===== src/rtl/fetch_stage.sv =====
// Instruction-fetch stage with PC, imem req/ready handshake and IF/ID register.
// Stalls hold PC and IF/ID; flushes redirect the PC and squash IF/ID to a NOP.
// A flush raised while a fetch is still outstanding parks the target in
// pend_pc until that fetch completes, so imem_addr never changes mid-handshake.
module fetch_stage #(
  parameter logic [31:0] RESET_PC = 32'h0000_0000,
  parameter logic [31:0] NOP_WORD = 32'h0000_0000
) (
  input  logic        clk,
  input  logic        rst,
  input  logic        load_enable,
  input  logic        flush,
  input  logic [31:0] redirect_target,
  output logic        imem_req,
  output logic [31:0] imem_addr,
  input  logic        imem_ready,
  input  logic [31:0] imem_rdata,
  output logic [31:0] fd_instruction,
  output logic [31:0] fd_pc_plus4,
  output logic        fd_valid,
  output logic        dx_bubble
);

  // state | meaning
  // RUN     | normal fetch at pc
  // DISCARD | flushed while a fetch was outstanding; drop that word, then jump to pend_pc
  typedef enum logic {RUN, DISCARD} state_t;

  state_t      state, state_nx;
  logic [31:0] pc, pc_nx;
  logic [31:0] pend_pc, pend_pc_nx;
  logic [31:0] ins_nx, pc4_nx;
  logic        valid_nx;
  logic [31:0] target;
  logic [31:0] pc_plus4;

  // Fetch addresses are word aligned, so the low target bits are dropped.
  assign target   = redirect_target & 32'hFFFF_FFFC;
  assign pc_plus4 = pc + 32'd4;

  assign imem_req  = ~rst;
  assign imem_addr = pc;
  assign dx_bubble = ~load_enable & fd_valid & ~flush;

  // State, PC, pending target and IF/ID registers.
  always_ff @(posedge clk or posedge rst) begin
    if (rst) begin
      state          <= RUN;
      pc             <= RESET_PC;
      pend_pc        <= 32'h0000_0000;
      fd_instruction <= NOP_WORD;
      fd_pc_plus4    <= 32'h0000_0000;
      fd_valid       <= 1'b0;
    end else begin
      state          <= state_nx;
      pc             <= pc_nx;
      pend_pc        <= pend_pc_nx;
      fd_instruction <= ins_nx;
      fd_pc_plus4    <= pc4_nx;
      fd_valid       <= valid_nx;
    end
  end

  // Next-state and next IF/ID contents; flush is tested before load_enable.
  always_comb begin
    state_nx   = state;
    pc_nx      = pc;
    pend_pc_nx = pend_pc;
    ins_nx     = fd_instruction;
    pc4_nx     = fd_pc_plus4;
    valid_nx   = fd_valid;
    case (state)
      RUN: begin
        if (flush && imem_ready) begin
          pc_nx    = target;
          ins_nx   = NOP_WORD;
          pc4_nx   = 32'h0000_0000;
          valid_nx = 1'b0;
        end else if (flush) begin
          pend_pc_nx = target;
          state_nx   = DISCARD;
          ins_nx     = NOP_WORD;
          pc4_nx     = 32'h0000_0000;
          valid_nx   = 1'b0;
        end else if (!load_enable) begin
          // Stall: any returned word is dropped and the same pc is reissued.
        end else if (imem_ready) begin
          ins_nx   = imem_rdata;
          pc4_nx   = pc_plus4;
          valid_nx = 1'b1;
          pc_nx    = pc_plus4;
        end else begin
          // Decode consumed the previous instruction; nothing new to give it.
          ins_nx   = NOP_WORD;
          pc4_nx   = 32'h0000_0000;
          valid_nx = 1'b0;
        end
      end
      DISCARD: begin
        ins_nx   = NOP_WORD;
        pc4_nx   = 32'h0000_0000;
        valid_nx = 1'b0;
        if (imem_ready) begin
          pc_nx    = flush ? target : pend_pc;
          state_nx = RUN;
        end else if (flush) begin
          pend_pc_nx = target;
        end
      end
      default: begin
        state_nx = RUN;
      end
    endcase
  end

endmodule


===== config.mk =====
export PLATFORM = sky130hd
export DESIGN_NAME = fetch_stage
export DESIGN_NICKNAME = d
export VERILOG_FILES = /design/src/rtl/fetch_stage.sv
export SDC_FILE = /design/constraint.sdc
export NUM_CORES = 1
export LEC_CHECK = 0
export ABC_AREA = 0
export CAP_MARGIN = 0
export CORE_MARGIN = 2
export CORE_UTILIZATION = 49
export DETAILED_ROUTE_END_ITERATION = 6
export GPL_TIMING_DRIVEN = 1
export PLACE_DENSITY_LB_ADDON = 0.05
export SYNTH_ARGS = -nofsm -noshare
export SYNTH_HDL_FRONTEND = slang
export SYNTH_SLANG_ARGS = --single-unit

===== constraint.sdc =====
create_clock -name clk -period 4.5 [get_ports clk]
set_input_delay 0.675 -clock clk [delete_from_list [all_inputs] [get_ports clk]]
set_output_delay 0.675 -clock clk [all_outputs]
set_load 0.005 [all_outputs]

==> reports/results.tsv, run 1 <==
metric	value	unit
status	completed	
nNetsFinal	806	
die_area	0.0134	mm^2
area_growth	39.0	%
cp-end-kind	output pin	
synthesis.area	0.00612	mm^2
worst_path_most_repeated_cell	clkdlybuf4s50_1	
ys.flop_type	dfrtp_1	
antenna_found_initial	0	
maxCapViolCount	0	
crit_arrival	2290	ps
clock_sinks	130	
place.gp.congestion	0.862	
ant_nets	0	
pin_count	168	
slew_headroom	29.1	%
post_cts_buffers	0	
cts_buffer_depth	2	
cts_tree	yes	
max_freq	0.338	GHz
setup_ws	1540	ps
final_max_slew_viol_count	0	
path_cells	clkdlybuf4s50_1 > nor2_1 > and2_1 > clkdlybuf4s50_1	
grt_pass1_wl	28.1	mm
synth_largest_area_cell	dfrtp_1	
cts_buffers	17	
syn_nets	647	
crit_type	in -> out	
finClkSkew	4.96	ps
synth.area.top_cells	dfrtp_1 (53%), mux2_2 (6.6%), a22o_1 (5.2%), o21ai_0 (5.1%), nand2_1 (4.5%)	
pre_cts_slack	1360	ps
critPathMaxStageDelay	660	ps
yosys_warnings	0	
final_hold_viol_count	0	
drt_iter0_drc	521	
cp-startpoint	flush	
synth-async-reset-ratio	100	%
synth.most_common_cell	dfrtp_1	
wl_per_cell	19.2	um
insertedDiodeCount	0	
hpwl	12.2	mm
tightest_slew	1060	ps
route.detailed.drc	0	
startpoint_type	input port	
cp.required	3830	ps
path_buf_inv	2	
tns	0	ps
routed_wirelength	17.6	mm
core_area	0.0121	mm^2
dr_total_vias	5282	
grt_max_degree	83	
cts-root-buf	clkbuf_16	
powerDensity	393	mW/mm^2
cts_resized	0	
synth_cells	577	
crit_family	buffers and inverters	
grt_overflow	0	
synth.top_cells.by_count	dfrtp_1 (130), nand2_1 (73), o21ai_0 (62)	
fin_crit	2960	ps
initial_utilization	50.5	%
fin_cells	915	
port_buffers	165	
rsz0062_at_grt	false	
clkTransAtPathRegs	50	ps
fp.dieH	116	um
ys_seq_area_share	53.2	%
hold_path_class	reg -> reg	
reg2reg_from	imem_addr[2]	
ys_seq_elements	130	
leakage	0.00360	uW
synth_edf_count	0	
die_w	116	um
post-route-period-util	65.8	%
yosysTopAreaCellShare	53.2	%
vias_per_cell	5.77	
finalSetupViolCount	0	
rows	40	
cts_max_level	4	
drtPass1Iterations	5	
clock_latency	420	ps
drive_gt1_share	11.8	%
place_inst	885	
worstHoldStart	fd_pc_plus4[18]	
grt_usage	27.5	%
crit_fanout	16	
synth.avg_cell_area	10.6	um^2
irDropWorstVdd	0.000204	V
crit_slowest_cell	clkdlybuf4s50_1	
cts_hold_buf	0	
ys_types	52	
first_global_vias	5201	
placed cells by master (no fill, tap or decap), types with 5 or more instances in the layout:
cell,synthesis,layout
a22oi_1,7,7
o22a_1,5,5
dfrtp_1,130,130
and3_1,13,13
nand2_1,73,73
a22o_1,36,36
clkdlybuf4s50_1,0,165
xnor2_1,12,12
nand4_1,9,9
nor2b_1,7,7
clkbuf_16,0,17
a221o_1,5,5
mux2_2,36,36
clkbuf_8,0,6
xor2_1,14,14
buf_4,0,14
nor2_1,22,21
o21ai_0,62,62
inv_1,9,8
a21oi_1,15,15
mux2i_1,5,5
nand3_1,16,16
per-stage QoR:
step,util (%),area (um^2),total power (uW),hold slack (ps)
floorplan,-,6120,1710,464
global placement,65.6,7940,2030,460
detailed placement,65.6,7940,2050,467
CTS,70.2,8510,3360,479
global route,70.2,8510,3490,490
finish,70.2,8510,3350,473
area by class of cell:
| cell class | instances | area (um^2) |
|---|---|---|
| clock buffers | 25 | 515 |
| well taps | 168 | 210 |
| inverters | 9 | 36.3 |
| repair buffers | 179 | 1760 |
| clock inverters | 5 | 50.0 |
| fillers | 979 | 3600 |
| flip-flops and latches | 130 | 3250 |
| multi-input cells | 399 | 2690 |
final timing paths:
kind	end	slack [ps]	depth (start not counted)
max	dx_bubble	1540	4
min	fd_pc_plus4[18]	470	1
max reg2reg	imem_addr[20]	2100	6
min reg2reg	fd_pc_plus4[18]	470	1
max in group asynchronous	fd_pc_plus4[12]	2270	3
min in group asynchronous	fd_pc_plus4[23]	710	2
metal layers:
layer,up-vias,wire length [um],track usage [%]
met5,-,0,0
met4,0,216,8.49
met1,2620,7520,39.2
met2,224,8490,42.6
met3,19,1330,5.81
li1,2419,-,-
worst reg2reg max path, cell delays in order, from the launching register on:
cell     delay (ps)
dfrtp_1         540
ha_1            300
nand4_1         190
nor3_1          520
nand2_1         240
a31o_2          290
a32o_1          200
logic make-up after synthesis:
family | share of synthesized area (%)
AO/OA/AOI/OAI | 18.2
buffers and inverters | 3.09
flip-flops | 53.2
adder cells (fa/ha/maj) | 0.204
AND/OR/NAND/NOR | 14.1
XOR/XNOR | 3.72
multiplexers | 7.44
sequential cells by signal (all words and copies together) (netlist names):
| register | flops |
|---|---|
| fd_instruction | 32 |
| fd_pc_plus4 | 32 |
| fd_valid | 1 |
| imem_addr | 32 |
| pend_pc | 32 |
| state | 1 |
report_power, final:
part / leakage [uW] / internal [uW] / switching, uW
combinational: 0.00164 / 335 / 269
sequential: 0.00168 / 1280 / 147
clock: 0.000285 / 837 / 475
total: 0.00360 / 2450 / 891
(Power assumes the default switching activity.)
==> run 2, diff against run 1 <==
Settings changed: CORE_UTILIZATION 49 to 44.
Clock period 4.5 ns to 2.6 ns, I/O delays scaled along.
==> reports/results.tsv, run 2 (synthesis gave the netlist of run 1 again) <==
metric	value	unit
status	completed	
startpoint_type	input port	
seq_area	0.00325	mm^2
p_int	4330	uW
fin_cells	940	
layout_common_cells	clkdlybuf4s50_1 (165), dfrtp_1 (130), nand2_1 (73)	
netSwitchingPower	1540	uW
fin_crit	2190	ps
routed_wirelength	17.5	mm
grt_pass1_wl	26.7	mm
dr_total_vias	5271	
multi_input_area	0.00269	mm^2
place_inst	909	
port_buffers	165	
cts_buffer_depth	2	
tns	0	ps
die_area	0.0149	mm^2
n_fill_cell	1189	
cts_hold_buf	0	
cts_tree	yes	
place.gp.congestion	0.862	
rows	43	
final_common_cell	clkdlybuf4s50_1	
rsz0062_at_grt	false	
grt_overflow	0	
drtPass1Iterations	5	
hold_path_class	reg -> reg	
irDropWorstVdd	0.000421	V
tightest_slew	755	ps
final_util	63.1	%
cts_max_level	4	
leakage	0.00367	uW
slew_headroom	49.7	%
clkTransAtPathRegs	50	ps
powerDensity	677	mW/mm^2
crit_type	in -> out	
p_clk_share	39.6	%
ant_nets	0	
antenna_found_initial	0	
clock_latency	420	ps
finalSetupViolCount	0	
insertedDiodeCount	0	
hpwl	12.1	mm
route.detailed.drc	0	
pin_count	168	
crit_fanout	5	
p_sw_share	26.2	%
clock_sinks	130	
max_freq	0.457	GHz
crit_arrival	1800	ps
maxCapViolCount	0	
fp.dieH	122	um
die_w	122	um
p_comb_share	18.4	%
post-route-period-util	84.2	%
grt_max_degree	131	
finClkSkew	13.0	ps
grt_usage	23.7	%
seq_power_share	42.0	%
cts_buffers	17	
core_area	0.0137	mm^2
cp.required	2210	ps
cp-end-kind	output pin	
cts_resized	0	
cts-root-buf	clkbuf_16	
vias_per_cell	5.61	
initial_utilization	44.6	%
final_hold_viol_count	0	
final_max_slew_viol_count	0	
post_cts_buffers	0	
area_growth	41.5	%
drt_iter0_drc	450	
wl_per_cell	18.6	um
nNetsFinal	818	
first_global_vias	4898	
drive_gt1_share	12.9	%
## run 2: changes by cell type in the layout (fill, tap and decap cells not counted)
cell,change
inv_4,-1
buf_12,+3
clkbuf_8,-2
buf_4,+9
bufinv_16,+1
clkinvlp_4,+1
clkbuf_1,+3
clkinv_2,-1
## run 2: area by class of cell
cell class              instances  share of cell area [%]
multi-input cells             399                    31.0
clock buffers                  26                    5.77
repair buffers                191                    21.8
clock inverters                 5                   0.867
inverters                       9                   0.433
flip-flops and latches        130                    37.6
well taps                     180                    2.60
## run 2: metrics by stage
step	total power, uW	area, um^2	hold slack, ps	setup WS (ps)
finish	5870	8660	475	412
global route	6140	8660	505	350
CTS	5910	8660	481	417
detailed placement	3570	8090	469	260
global placement	3540	8090	461	320
floorplan	2960	6120	464	219
## run 2: power by group through the flow
stage	Clock (uW)	Sequential [uW]	Combinational (uW)
floorplan	0	2430	526
global placement	0	2480	1060
detailed placement	0	2490	1080
CTS	2370	2460	1090
global route	2480	2490	1170
finish	2320	2470	1080
## run 2: final timing paths
path / from / to / slack, ps / depth (start not counted)
hold / removal: fd_pc_plus4[22] / fd_pc_plus4[22] / 480 / 2
setup / recovery: flush / dx_bubble / 410 / 4
max in group asynchronous: rst / pend_pc[21] / 1490 / 3
min in group asynchronous: rst / fd_pc_plus4[21] / 500 / 3
setup reg to reg: imem_addr[4] / imem_addr[31] / 490 / 5
hold reg to reg: fd_pc_plus4[22] / fd_pc_plus4[22] / 480 / 2
## run 2: layer usage
layer / track usage (%) / up-vias / part of all wire (%)
li1: - / 2448 / -
met1: 33.2 / 2602 / 44
met2: 36.1 / 197 / 48
met3: 5.20 / 24 / 6.4
met4: 8.84 / 0 / 1.5
met5: 0 / - / 0
## run 2: critical path, cell delays in order
cell and delay, ps:
clkdlybuf4s50_1 490, nor2_1 260, and2_1 170, clkdlybuf4s50_1 490
